### src/rtl/weight_fetch_seq.sv
// weight_fetch_seq: walks the weight ROM for one neuron pass, pairs each
// weight with the matching streamed activation and hands {x, w} pairs to the
// MAC over a valid/ready handshake with full backpressure.
//
// Pipeline: stage 1 issues the ROM read and consumes the activation in the
// same cycle; stage 2 holds the pair. The ROM output arrives one cycle after
// the read, which is the same cycle the registered activation appears on
// mac_x, so the weight is passed straight through to mac_w. During a stall no
// read is issued, so the ROM keeps its output and the pair stays coherent
// without a skid buffer.
module weight_fetch_seq #(
   parameter int DATA_SIZE  = 32,
   parameter int ADDR_SIZE  = 10,
   parameter int NUM_INPUTS = 784
) (
   input  logic                 clk,
   input  logic                 rst_n,
   input  logic                 start,
   output logic                 busy,
   output logic                 done,
   input  logic                 in_valid,
   input  logic [DATA_SIZE-1:0] in_data,
   output logic                 in_ready,
   output logic [ADDR_SIZE-1:0] rom_r_addr,
   output logic                 rom_r_en,
   input  logic [DATA_SIZE-1:0] rom_weight,
   output logic                 mac_clear,
   output logic                 mac_valid,
   output logic [DATA_SIZE-1:0] mac_x,
   output logic [DATA_SIZE-1:0] mac_w,
   output logic                 mac_last,
   input  logic                 mac_ready
);

   // Index of the final weight, held at counter width so the compare is exact.
   localparam int unsigned          LAST_INT = NUM_INPUTS - 1;
   localparam logic [ADDR_SIZE:0]   LAST_IDX = LAST_INT[ADDR_SIZE:0];
   localparam logic [ADDR_SIZE:0]   CNT_ZERO = {(ADDR_SIZE+1){1'b0}};
   localparam logic [ADDR_SIZE:0]   CNT_ONE  = {{ADDR_SIZE{1'b0}}, 1'b1};

   typedef enum logic [1:0] {
      S_IDLE  = 2'd0,
      S_RUN   = 2'd1,
      S_DRAIN = 2'd2,
      S_DONE  = 2'd3
   } state_t;

   state_t               state_q,     state_d;
   logic [ADDR_SIZE:0]   count_q,     count_d;
   logic                 busy_q,      busy_d;
   logic                 done_q,      done_d;
   logic                 clear_q,     clear_d;
   logic                 mac_valid_q, mac_valid_d;
   logic                 mac_last_q,  mac_last_d;
   logic [DATA_SIZE-1:0] mac_x_q,     mac_x_d;

   logic advance_s;
   logic issue_s;
   logic is_last_s;

   // Stage 2 can take a new pair when it is empty or its pair is being accepted.
   always_comb begin
      advance_s = ~mac_valid_q | mac_ready;
      issue_s   = (state_q == S_RUN) & in_valid & advance_s;
      is_last_s = (count_q == LAST_IDX);
   end

   // Next-state, counter and output-pair computation.
   always_comb begin
      state_d     = state_q;
      count_d     = count_q;
      clear_d     = 1'b0;
      mac_valid_d = mac_valid_q;
      mac_last_d  = mac_last_q;
      mac_x_d     = mac_x_q;

      // Output pair stage: load on issue, empty when drained, hold on stall.
      if (issue_s) begin
         mac_x_d     = in_data;
         mac_valid_d = 1'b1;
         mac_last_d  = is_last_s;
         count_d     = count_q + CNT_ONE;
      end else if (advance_s) begin
         mac_valid_d = 1'b0;
         mac_last_d  = 1'b0;
      end else begin
         mac_valid_d = mac_valid_q;
         mac_last_d  = mac_last_q;
      end

      case (state_q)
         S_IDLE: begin
            if (start) begin
               state_d = S_RUN;
               count_d = CNT_ZERO;
               clear_d = 1'b1;
            end else begin
               state_d = S_IDLE;
            end
         end
         S_RUN: begin
            // Issuing the final address ends the issue phase; the pair drains next.
            if (issue_s && is_last_s) begin
               state_d = S_DRAIN;
            end else begin
               state_d = S_RUN;
            end
         end
         S_DRAIN: begin
            if (mac_valid_q && mac_ready && mac_last_q) begin
               state_d = S_DONE;
            end else begin
               state_d = S_DRAIN;
            end
         end
         S_DONE: begin
            // start is not looked at here; the controller re-asserts it in IDLE.
            state_d = S_IDLE;
         end
         default: begin
            state_d = S_IDLE;
         end
      endcase

      busy_d = (state_d == S_RUN) | (state_d == S_DRAIN);
      done_d = (state_d == S_DONE);
   end

   // State and registered outputs; synchronous active-low reset aborts any pass.
   always_ff @(posedge clk) begin
      if (!rst_n) begin
         state_q     <= S_IDLE;
         count_q     <= CNT_ZERO;
         busy_q      <= 1'b0;
         done_q      <= 1'b0;
         clear_q     <= 1'b0;
         mac_valid_q <= 1'b0;
         mac_last_q  <= 1'b0;
         mac_x_q     <= {DATA_SIZE{1'b0}};
      end else begin
         state_q     <= state_d;
         count_q     <= count_d;
         busy_q      <= busy_d;
         done_q      <= done_d;
         clear_q     <= clear_d;
         mac_valid_q <= mac_valid_d;
         mac_last_q  <= mac_last_d;
         mac_x_q     <= mac_x_d;
      end
   end

   // The activation is consumed exactly when the matching ROM read is issued.
   always_comb begin
      in_ready   = issue_s;
      rom_r_en   = issue_s;
      rom_r_addr = count_q[ADDR_SIZE-1:0];
      busy       = busy_q;
      done       = done_q;
      mac_clear  = clear_q;
      mac_valid  = mac_valid_q;
      mac_last   = mac_last_q;
      mac_x      = mac_x_q;
      mac_w      = rom_weight;
   end

endmodule
### config.mk
export PLATFORM = sky130hd
export DESIGN_NAME = weight_fetch_seq
export DESIGN_NICKNAME = d
export VERILOG_FILES = /design/src/rtl/weight_fetch_seq.sv
export SDC_FILE = /design/constraint.sdc
export NUM_CORES = 1
export LEC_CHECK = 0
export ABC_AREA = 1
export BUFFER_PORTS_ARGS = -buffer_cell sky130_fd_sc_hd__buf_2
export CAP_MARGIN = 0
export CORE_MARGIN = 10
export CORE_UTILIZATION = 45
export CTS_CLUSTER_SIZE = 30
export DETAILED_ROUTE_END_ITERATION = 7
export PLACE_DENSITY = 0.85
export SLEW_MARGIN = 10
export SYNTH_ARGS = -nofsm -noshare
export SYNTH_HDL_FRONTEND = slang
export SYNTH_SLANG_ARGS = --single-unit
### constraint.sdc
create_clock -name clk -period 2.46 [get_ports clk]
set_input_delay 0.738 -clock clk [delete_from_list [all_inputs] [get_ports clk]]
set_output_delay 0.738 -clock clk [all_outputs]
set_load 0.1 [all_outputs]
==> qor.txt <==
post-synth top area share: 44.2%
crit share post-route: 91.3%
DRC: 0
Worst Setup End Kind: output pin
r2r endpoint: busy$_SDFF_PN0_
met3 routed WL: 800 um
Crit path max-delay family: buffers and inverters
Die Area: 8280 um^2
multi-input logic area: 806 um^2
Tot GR Track Use: 13.0%
Detail Placement HPWL: 4160 um
R2R depth: 10
Yosys cell types: 20
Final Setup Violations: 0
initial core utilization: 47.1%
Synth Net Count: 373
clock buffer depth: 2
worst rel slew slack: 66.9%
sw power: 692 uW
antenna violations before repair: 0
via-per-instance ratio: 4.73
DRT antenna net count: 0
Combinational Power Share: 25.7%
dpl cell area: 2460 um^2
vias: 1947
Cell Rows: 25
largest stage delay on the critical path: 0.20 ns
DRT iter0 DRCs: 82
Post-Layout Cell Count: 412
Hold Crit Class: reg -> reg
vias in the first global route: 1941
critical path cell sequence: buf_2 -> nand3_2 -> nor2_2 -> buf_12 -> buf_12
core area: 4820 um^2
first-pass GRT wire length: 9090 um
Hold Fails Final Rpt: 0
Lkg Pwr: 0.00129 uW
Post-Syn Area: 2270 um^2
Worst Tran Pin Value: 0.500 ns
port buffer count: 85
gpl congestion: 0.843
RSZ-0062 raised after global routing: false
Final Cell Area: 2570 um^2
Net Sw Frac: 36.7%
WL/cell: 13.3 um
WS Path Type: in -> out
setup_tns: 0 ns
DR top layer: met4
clk_skew: 0.00706 ns
CP endpoint: in_ready
fill count: 494
reg2reg start: state_q[1]$_SDFF_PN0_
yosys warns: 0
DRT Pass-1 Iters: 4
Die H: 91.0 um
Synth area leaders: dfxtp_1, buf_4, nor2_1, o21ai_0, nand2_1
Clk pwr share: 28.3%
clock sinks: 50
CTS hold repair buffers: 0
CTS tree: built
clock slew seen by the registers of the worst setup and hold paths: 0.09 ns
area delta synth->final: 13.2%
PwrDens: 736 nW/um^2
Reg area: 1000 um^2
Cells after DPL: 404
setup bufs post-CTS: 0
Mean Syn Cell Area: 7.51 um^2
max-slew violations: 0
Syn Inst Count: 302
crit path buf inv count: 3
Slowest-stage cell, CP: buf_12
Critical Path RT: 1.72 ns
NumNets Final: 415
layout cells sized above 1: 30.4%
largest net degree at the start of global routing: 35
IO Count: 150
max_cap viols: 0
metal2 WL: 2220 um
Yosys top cell by area: dfxtp_1
most used cell, CP: buf_12
post_cts resized: 0
worst path arrival time: 1.51 ns
Die W: 91.0 um
post-layout min period: 2.25 ns
status: finished, final reports clean
number of synthesized register bits: 50
final wirelength: 5490 um
wl on met1: 2400 um
register area share after synthesis: 44.2%
Setup crit start kind: input pin
root buf cell: clkbuf_8
GRT overflow: 0
Max VDD drop: 0.372 mV
H-tree Lvls: 2
total CTS buffers: 5
R2R Setup Slk: 0.79 ns
Critical Path Start: in_valid
worst skew pair latency: 0.30 ns
total power: 1890 uW
internal power: 1200 uW
Reg power frac: 46.1%
Worst path depth: 5
WHS: 0.506 ns
# diodes: 0
fmax: 445 MHz
CP Max Fanout: 24
[power groups by stage]
stage                     Clock, uW  Combinational [uW]  Sequential, uW
final                           534                 484             870
after global routing            591                 511             875
after CTS                       554                 488             870
after detailed placement          0                 488             887
after global placement            0                 483             887
after floorplan                   0                 357            1170
[cells by family (layout without fill, tap and decap cells)]
kind of cell    after synthesis  after routing  share of synthesized area [%]
fa+ha+maj                     2              2                           1.10
buf+inv                      72            115                           20.3
simple gates                130            130                           23.5
compound gates               46             46                           10.2
xor+xnor                      2              2                          0.773
flops                        50             50                           44.2
[layout make-up]
class | instances | share of cell area (%)
flip-flops and latches | 50 | 39.1
multi-input cells | 180 | 31.4
repair buffers | 90 | 19.7
clock buffers | 7 | 3.75
well taps | 67 | 3.27
inverters | 17 | 2.49
clock inverters | 1 | 0.341
[stage by stage]
stage / setup slack (ns) / util (%)
2_1_floorplan: 0.0675 / -
3_3_place_gp: 0.245 / 51.1
3_5_place_dp: 0.209 / 51.1
4_1_cts: 0.206 / 53.3
5_1_grt: 0.132 / 53.3
6_report: 0.213 / 53.3
[worst min-delay path by stage]
stage,cells past startpoint,startpoint,endpoint
after global placement,2,mac_x[31]$_SDFFE_PN0N_,mac_x[31]$_SDFFE_PN0N_
after global routing,2,mac_x[31]$_SDFFE_PN0N_,mac_x[31]$_SDFFE_PN0N_
after CTS,2,mac_x[31]$_SDFFE_PN0N_,mac_x[31]$_SDFFE_PN0N_
after floorplan,2,count_q[9]$_SDFF_PN0_,count_q[9]$_SDFF_PN0_
after detailed placement,2,mac_x[31]$_SDFFE_PN0N_,mac_x[31]$_SDFFE_PN0N_
final,2,mac_x[31]$_SDFFE_PN0N_,mac_x[31]$_SDFFE_PN0N_
[state kept, by name, summed over array words and instances, names as in the netlist]
register and count:
mac_x 32, count_q 11, state_q 2, busy 1, done 1, mac_clear 1
mac_last 1, mac_valid 1
[layout by cell type (no fill, tap or decap)]
master | synthesis | routed
buf_12 | 0 | 3
nand3_1 | 10 | 10
dfxtp_1 | 50 | 49
buf_4 | 44 | 4
clkinv_4 | 0 | 1
a21oi_1 | 11 | 11
nand2_1 | 26 | 26
o21ai_0 | 34 | 34
nand4_1 | 4 | 4
clkbuf_8 | 0 | 7
clkinv_1 | 1 | 1
inv_1 | 15 | 15
inv_2 | 1 | 1
nor2_2 | 3 | 3
buf_2 | 2 | 83
xor2_1 | 2 | 2
nor2_1 | 84 | 84
o21ai_1 | 1 | 1
dfxtp_2 | 0 | 1
or2_0 | 1 | 1
nand3_2 | 2 | 2
ha_1 | 2 | 2
[layer usage]
layer	track usage (%)	vias to the layer above
met2	18.7	99
met3	8.81	7
met4	4.18	0
li1	-	991
met1	15.1	850
met5	0	-
[cell usage after synthesis]
cell / n
clkbuf_1: 6
nor2_1: 84
buf_4: 44
or2_0: 1
nand4_1: 4
o21ai_1: 1
nand2_1: 26
inv_2: 1
buf_2: 2
a21oi_1: 11
nand3_2: 2
dfxtp_1: 50
o21ai_0: 34
inv_1: 15
ha_1: 2
nand3_1: 10
xor2_1: 2
nor2_2: 3
clkinv_1: 1
buf_6: 3
[worst reg2reg max path, cell delays in order (launching register included)]
cell,delay [ns]
dfxtp_1,0.34
inv_1,0.09
nand3_2,0.08
nor2_2,0.18
buf_12,0.20
nand3_1,0.16
nand2_1,0.11
nand2_1,0.06
ha_1,0.27
nand2_1,0.06
inv_1,0.03
(Power assumes the default switching activity.)
